<file path="src/rtl/chacha20_word_serializer.sv">
// chacha20_word_serializer
//
// Purpose:
//   Takes a 512-bit ChaCha20 keystream block and hands it out one 32-bit
//   word at a time over a valid/ready handshake. Word k of a block is
//   block_in[32k+31:32k], and word 0 appears the cycle after the block is
//   accepted. When the last word is consumed, a new block can be loaded in
//   the same cycle, so consecutive blocks produce words with no gap.
//
// Parameters:
//   WORDS_PER_BLOCK : number of 32-bit words emitted per block (1..16).
//
// Ports:
//   clock        in   rising-edge clock
//   reset_n      in   asynchronous active-low reset
//   clear        in   synchronous clear, active-high; returns to EMPTY
//   block_in     in   [511:0] keystream block
//   block_valid  in   block_in is valid this cycle
//   block_ready  out  block_in is accepted this cycle if block_valid is high
//   word_out     out  [31:0] current keystream word
//   word_valid   out  word_out is valid
//   word_ready   in   downstream consumes word_out this cycle
//   block_count  out  [15:0] wrapping count of accepted blocks; this port
//                     exists only when CHACHA20_SERIALIZER_STATS_EN is
//                     defined
//
// Optional feature macro: CHACHA20_SERIALIZER_STATS_EN

module chacha20_word_serializer #(
  parameter int WORDS_PER_BLOCK = 16
) (
  input  logic         clock,
  input  logic         reset_n,
  input  logic         clear,
  input  logic [511:0] block_in,
  input  logic         block_valid,
  output logic         block_ready,
  output logic [31:0]  word_out,
  output logic         word_valid,
  input  logic         word_ready
`ifdef CHACHA20_SERIALIZER_STATS_EN
  ,
  output logic [15:0]  block_count
`endif
);

  localparam int IDX_W = (WORDS_PER_BLOCK > 1) ? $clog2(WORDS_PER_BLOCK) : 1;
  localparam logic [IDX_W-1:0] LAST_IDX = IDX_W'(WORDS_PER_BLOCK - 1);

  typedef enum logic {
    EMPTY = 1'b0,
    SERVE = 1'b1
  } state_t;

  state_t                        r_state;
  state_t                        w_state_next;
  logic [IDX_W-1:0]              r_index;
  logic [IDX_W-1:0]              w_index_next;
  logic [32*WORDS_PER_BLOCK-1:0] r_holding;
  logic [31:0]                   w_words [WORDS_PER_BLOCK];
  logic                          w_last;
  logic                          w_accept;
  logic                          w_consume;

  // Only the words that can ever be emitted are held.
  always_ff @(posedge clock) begin
    if (w_accept && !clear) begin
      r_holding <= block_in[32*WORDS_PER_BLOCK-1:0];
    end
  end

  for (genvar gi = 0; gi < WORDS_PER_BLOCK; gi++) begin : g_words
    assign w_words[gi] = r_holding[32*gi +: 32];
  end

  assign word_out = w_words[r_index];

  always_ff @(posedge clock or negedge reset_n) begin
    if (!reset_n) begin
      r_state <= EMPTY;
      r_index <= '0;
    end else begin
      r_state <= w_state_next;
      r_index <= w_index_next;
    end
  end

  always_comb begin
    w_state_next = r_state;
    w_index_next = r_index;
    word_valid   = (r_state == SERVE);
    w_last       = (r_index == LAST_IDX);
    // block_ready must not depend on block_valid: it comes from state,
    // index and word_ready only.
    block_ready  = (r_state == EMPTY) || ((r_state == SERVE) && w_last && word_ready);
    w_accept     = block_valid && block_ready;
    w_consume    = word_valid && word_ready;

    if (w_accept) begin
      // Covers both loading from EMPTY and reloading as the last word leaves.
      w_state_next = SERVE;
      w_index_next = '0;
    end else if (w_consume) begin
      if (w_last) begin
        w_state_next = EMPTY;
        w_index_next = '0;
      end else begin
        w_index_next = r_index + IDX_W'(1);
      end
    end

    // A clear wins over any accept or consume on the same edge.
    if (clear) begin
      w_state_next = EMPTY;
      w_index_next = '0;
    end
  end

`ifdef CHACHA20_SERIALIZER_STATS_EN
  logic [15:0] r_block_count;

  always_ff @(posedge clock or negedge reset_n) begin
    if (!reset_n) begin
      r_block_count <= '0;
    end else if (clear) begin
      r_block_count <= '0;
    end else if (w_accept) begin
      r_block_count <= r_block_count + 16'd1;
    end
  end

  assign block_count = r_block_count;
`endif

endmodule

</file>
<file path="config.mk">
export PLATFORM = sky130hd
export DESIGN_NAME = chacha20_word_serializer
export DESIGN_NICKNAME = d
export VERILOG_FILES = /design/src/rtl/chacha20_word_serializer.sv
export SDC_FILE = /design/constraint.sdc
export NUM_CORES = 1
export LEC_CHECK = 0
export CORE_UTILIZATION = 35
export DETAILED_ROUTE_END_ITERATION = 6
export DONT_BUFFER_PORTS = 1
export SLEW_MARGIN = 20
export SYNTH_ARGS = -nofsm -noshare
export SYNTH_HDL_FRONTEND = slang
export SYNTH_SLANG_ARGS = --single-unit
</file>
<file path="constraint.sdc">
create_clock -name clock -period 51.2 [get_ports clock]
set_input_delay 10.24 -clock clock [delete_from_list [all_inputs] [get_ports clock]]
set_output_delay 10.24 -clock clock [all_outputs]
set_load 0.005 [all_outputs]
</file>
==> results of run 1 <==
cell families after synthesis:
kind of cell,after synthesis,synth area share
AOI/OAI and AO/OA,71,0.0271
xor gates and xnor gates,1,0.000452
adders and majority gates,1,0.000645
buffers and inverters,45,0.0129
DFF,517,0.799
muxes,129,0.149
and+or+nand+nor,49,0.0107
sequential cells by signal (all words and copies together) (netlist names):
register    cells
word_valid      1
r_index         4
r_holding     512
cell usage after synthesis, types with 2 or more instances:
master / n / area (um^2)
edfxtp_1: 512 / 15400
mux4_2: 128 / 2880
a22oi_1: 64 / 480
nand2_1: 35 / 131
clkbuf_1: 26 / 97.6
buf_6: 8 / 90.1
buf_2: 7 / 35.0
dfrtp_1: 5 / 125
a21oi_1: 3 / 15.0
buf_4: 3 / 22.5
nand3_1: 3 / 15.0
nor2b_1: 3 / 18.8
nor2_1: 2 / 7.51
nor3_1: 2 / 10.0
metal layers:
layer | GRT usage | up-vias | wire length (um)
li1 | - | 3567 | -
met2 | 0.266 | 460 | 23400
met5 | 0 | - | 117
met1 | 0.162 | 4367 | 15300
met4 | 0.0723 | 16 | 1450
met3 | 0.0704 | 105 | 4640
worst reg2reg max path, cell delays in order (launching register included):
cell and delay [ns]:
dfrtp_4 0.72, buf_4 0.66, ha_1 0.44, nand4_1 0.18, a21boi_1 0.47, nor2b_4 0.70
buf_4 0.85, buf_4 0.88, buf_4 0.79
final timing paths:
kind                                  from              to  slack (ns)  depth (start not counted)
worst max-delay path            word_ready     block_ready       30.46                          2
worst min-delay path            r_index[0]      r_index[0]        0.74                          2
worst max register to register  r_index[1]  r_holding[270]       45.10                          8
worst min register to register  r_index[0]      r_index[0]        0.74                          2
max in group asynchronous          reset_n      r_index[1]       41.77                          0
min in group asynchronous          reset_n      r_index[3]        9.34                          0
area by class of cell:
type                    instances  area [um^2]  area share
multi-input cells             251         3680       0.167
flip-flops and latches        517        15500       0.704
well taps                     696          871      0.0396
repair buffers                 15          145     0.00659
clock inverters                34          398      0.0181
diodes                         13         32.5     0.00148
clock buffers                  63         1390      0.0629
where the power goes:
group	internal, mW	switching, mW
logic	0.00784	0.0136
clock network	0.234	0.161
registers	0.485	0.00457
total	0.727	0.179
metrics by stage:
step / setup slack [ns] / cell area [um^2]
2_1_floorplan: 16.74 / 19400
3_3_place_gp: 30.48 / 20200
3_5_place_dp: 30.48 / 20200
4_1_cts: 30.48 / 22000
5_1_grt: 30.44 / 22000
6_report: 30.46 / 22000
==> impl_results.md, run 1 <==
* Status: complete, no violations
* Mean Syn Cell Area at 23.9 um^2
* Ys async rst share at 0.00967
* Net Count, Synth at 1331
* Placed cell count at 1478
* Global placement routability congestion at 0.797
* Synthesis Warnings at 0
* Tcrit/Tclk final at 0.405
* Drt wl/cell at 28.3 um
* Core ar. at 54200 um^2
* Ys flop type: edfxtp_1
* Slowest cell on the critical path: nand2_1
* Post-cts resize count at 0
* CP Launch Type: primary input
* Synth Instances at 813
* Max Slew Vio Count at 0
* Pwr per Cell Area at 41.2 nW/um^2
* DR DRC count at 0
* Clock transition at the registers of the reported paths at 0.06 ns
* Fmax at 48.2 MHz
* Worst path max stage delay at 0.14 ns
* P_leak at 6.67 nW
* Initial DRC count at 615
* Worst path cell trace: nand4_1, nand2_1
* Rel. slew slack at 0.360
* Chip height at 237 um
* Area delta synth->final at 13.5%
* Port buffer count at 0
* Vias in the first global route at 9126
* Data arrival, critical path at 10.50 ns
* Synth Register Bits at 517
* Final instance count without filler cells at 1589
* Via density at 5.36
* Top Ports at 551
* Crit path kind: in2out
* CTS buffer count at 54
* Post-synth EDFFs at 512
* Remaining Overflow, GRT at 0
* Min Tclk post-route at 20.74 ns
* Wire length of the first global-routing pass at 62.7 mm
* Share of cells above drive strength 1 at 0.258
* CP endpoint kind: output port
* Setup Fix Bufs, Post-CTS at 0
* Final Hold Slack at 0.743 ns
* Sequential share of the synthesized area at 0.799
* Nets at 1357
* Max-cap viol count at 0
* Die area at 56400 um^2
* FILL cells at 4692
* Clock Latency Late Sink at 0.59 ns
* Die X at 237 um
* Tightest Pin Transition at 0.960 ns
* Setup tns final at 0 ns
* Final Util at 0.406
* Total global-route track usage at 0.155
* Cell family contributing the most delay on the critical path: simple AND/OR/NAND/NOR gates
* Drt first pass iters at 5
* Initial Utilization at 0.358
* Via count at 8515
* Row count at 85
* Crit path buf inv count at 0
* Initial antenna violation count at 21
* Worst-path fanout max at 4
* CTS tree: done
* RSZ-0062 raised after global routing: false
* Root buf cell: clkbuf_16
* # hold bufs at CTS at 0
* Final setup vio count at 0
* Commonest non-fill, non-tap cell in the layout: edfxtp_1
* Detail Route Antenna Nets at 0
* HP Class: reg2reg
* Clock Path Buffers at 3
* Syn Std Cell Area at 19400 um^2
* Total Wirelength at 44.9 mm
* Layout Skew at 0.0152 ns
* Max IR drop VDD at 0.0000299 V
* Most frequent cells in the layout: 512 x edfxtp_1, 128 x mux4_2, 64 x a22oi_1
* Library cells used by synthesis at 26
* Fin. Hold Viols at 0
* Depth of the CTS H-tree at 2
* TritonCTS Sinks at 517
* Dpl hpwl at 30.5 mm
* Largest net degree at the start of global routing at 209
* Data required, critical path at 40.96 ns
* Pwr Total at 906 uW
Power figures use the tool's default switching activity.
==> run 2, diff against run 1 <==
Clock period 51.2 ns to 19.1 ns, I/O delays scaled along.
==> impl_results.md, run 2 (synthesis gave the netlist of run 1 again) <==
* Setup crit start: word_ready
* Data required, critical path at 15.28 ns (-25.68 ns)
* Depth of the CTS H-tree at 2 (unchanged)
* Min Tclk post-route at 7.88 ns
* Reg-to-Reg Start: r_index[1]
* Fin. Hold Viols at 0 (unchanged)
* Max IR drop VDD at 0.000101 V (+240%)
* Row count at 85 (unchanged)
* Dpl hpwl at 31.0 mm (+1.8%)
* Initial DRC count at 551 (-10%)
* Global Route met2 Usage at 0.278 (+0.0127)
* Max reg flops at 512 (unchanged)
* TritonCTS Sinks at 517 (unchanged)
* PnR worst setup slack at 11.22 ns (-19.25 ns)
* Most frequent cells in the layout: 512 x edfxtp_1, 128 x mux4_2, 64 x a22oi_1
* DR DRC count at 0 (unchanged)
* Initial Utilization at 0.358 (unchanged)
* Area delta synth->final at 13.3%
* Commonest non-fill, non-tap cell in the layout: edfxtp_1
* Die area at 56400 um^2 (unchanged)
* Worst path cell trace: nand4_1, nand2_1
* Clock transition at the registers of the reported paths at 0.06 ns (about the same)
* CTS tree: done
* Area of the multi-input gates at 3680 um^2 (unchanged)
* Data arrival, critical path at 4.06 ns (-6.44 ns)
* Worst Hold Depth at 2 (unchanged)
* Largest reg by FF count: r_holding
* # hold bufs at CTS at 0 (unchanged)
* Drt wl/cell at 29.0 um (+2.5%)
* Setup Fix Bufs, Post-CTS at 0 (unchanged)
* Die X at 237 um (unchanged)
* Worst R2R Setup Slack at 13.63 ns (-31.47 ns)
* FF+latch area at 15500 um^2 (unchanged)
* Global placement routability congestion at 0.830 (+4.1%)
* CP endpoint kind: output port
* Core ar. at 54200 um^2 (unchanged)
* Fmax at 127 MHz
* Root buf cell: clkbuf_16
* Crit path depth at 2 (unchanged)
* Share of cells above drive strength 1 at 0.252 (-0.00597)
* Cell Area, Placed at 20200 um^2 (unchanged)
* Fin area at 22000 um^2 (-0.22%)
* Crit path capture: block_ready
* Final Util at 0.405 (-0.000876)
* Final setup vio count at 0 (unchanged)
* Clock Path Buffers at 3 (unchanged)
* R2r worst-path depth at 8 (unchanged)
* Remaining Overflow, GRT at 0 (unchanged)
* HP Class: reg2reg
* Detail Route Antenna Nets at 0 (unchanged)
* Setup tns final at 0 ns (unchanged)
* Crit path kind: in2out
* Reg2reg end: r_holding[298]
* Pre-CTS WS at 11.22 ns (-19.26 ns)
* P_leak at 6.64 nW (-0.43%)
* FILL cells at 4671 (-0.45%)
* Slowest cell on the critical path: nand2_1
* CP Launch Type: primary input
* Status: complete, no violations
* Rel. slew slack at 0.268 (-0.0924)
* Top Ports at 551 (unchanged)
* Wire length of the first global-routing pass at 63.5 mm (+1.2%)
* Total global-route track usage at 0.159 (+0.00428)
* Total Wirelength at 46.1 mm (+2.6%)
* Largest net degree at the start of global routing at 185 (-11%)
* Max-cap viol count at 0 (unchanged)
* Port buffer count at 0 (unchanged)
* Worst path max stage delay at 0.13 ns (about the same)
* Vias in the first global route at 9154 (+0.31%)
* Chip height at 237 um (unchanged)
* Post-cts resize count at 0 (unchanged)
* Pwr per Cell Area at 110 nW/um^2 (+170%)
* Met3 Track Usage GR at 0.0661 (-0.00430)
* Crit path buf inv count at 0 (unchanged)
* Cell family contributing the most delay on the critical path: simple AND/OR/NAND/NOR gates
* Tightest Pin Transition at 1.10 ns (+0.139 ns)
* Met1 Usage GRT at 0.165 (+0.00295)
* Via count at 8562 (+0.55%)
* GRT busiest layer: met2
* Tcrit/Tclk final at 0.413
* Clock Latency Late Sink at 0.59 ns (about the same)
* Layout Skew at 0.0208 ns (+0.00559 ns)
* Initial antenna violation count at 27 (+29%)
* Max Slew Vio Count at 0 (unchanged)
* CTS buffer count at 54 (unchanged)
* Nets at 1356 (-0.074%)
* Drt first pass iters at 5 (unchanged)
* Worst-path fanout max at 4 (unchanged)
* RSZ-0062 raised after global routing: false
* Via density at 5.38 (+0.49%)
[run 2: layout make-up]
type	count	area share
Timing Repair Buffer	14	0.00552
Antenna cell	13	0.00148
Sequential cell	517	0.706
Clock inverter	28	0.0147
Clock buffer	71	0.0654
Tap cell	696	0.0396
Multi-Input combinational cell	251	0.167
[run 2: worst min path at each step]
| stage | start | endpoint | slack (ns) |
|---|---|---|---|
| detailed placement | word_valid | word_valid | 0.70 |
| global route | word_valid | word_valid | 0.76 |
| global placement | word_valid | word_valid | 0.64 |
| finish | word_valid | word_valid | 0.72 |
| CTS | word_valid | word_valid | 0.71 |
| floorplan | r_index[3] | r_index[3] | 0.60 |
[run 2: where the power goes]
| group | internal (mW) | switching [mW] | leakage [nW] |
|---|---|---|---|
| Sequential | 1.30 | 0.0129 | 4.80 |
| Combinational | 0.0205 | 0.0364 | 0.999 |
| Clock | 0.623 | 0.421 | 0.842 |
| Total | 1.94 | 0.470 | 6.64 |
[run 2: metal layers]
| metal | vias to the layer above | wire (um) | part of all wire |
|---|---|---|---|
| met2 | 463 | 24000 | 0.52 |
| li1 | 3570 | - | - |
| met1 | 4377 | 15600 | 0.34 |
| met3 | 122 | 4610 | 0.10 |
| met5 | - | 215 | 0.0047 |
| met4 | 30 | 1700 | 0.037 |
[run 2: worst reg2reg max path, delay by kind of cell, from the launching register on]
kind,cells,cell delay [ns]
AO/OA/AOI/OAI,1,0.32
flip-flops,1,0.81
buffers and inverters,4,3.10
AND/OR/NAND/NOR,2,0.41
adder cells (fa/ha/maj),1,0.37
[run 2: stage by stage]
stage,hold slack (ns),power (mW),cells
2_1_floorplan,0.600,1.39,813
3_5_place_dp,0.704,1.40,1478
6_report,0.716,2.41,1590
4_1_cts,0.714,2.44,1577
5_1_grt,0.756,2.48,1588
3_3_place_gp,0.643,1.39,1478
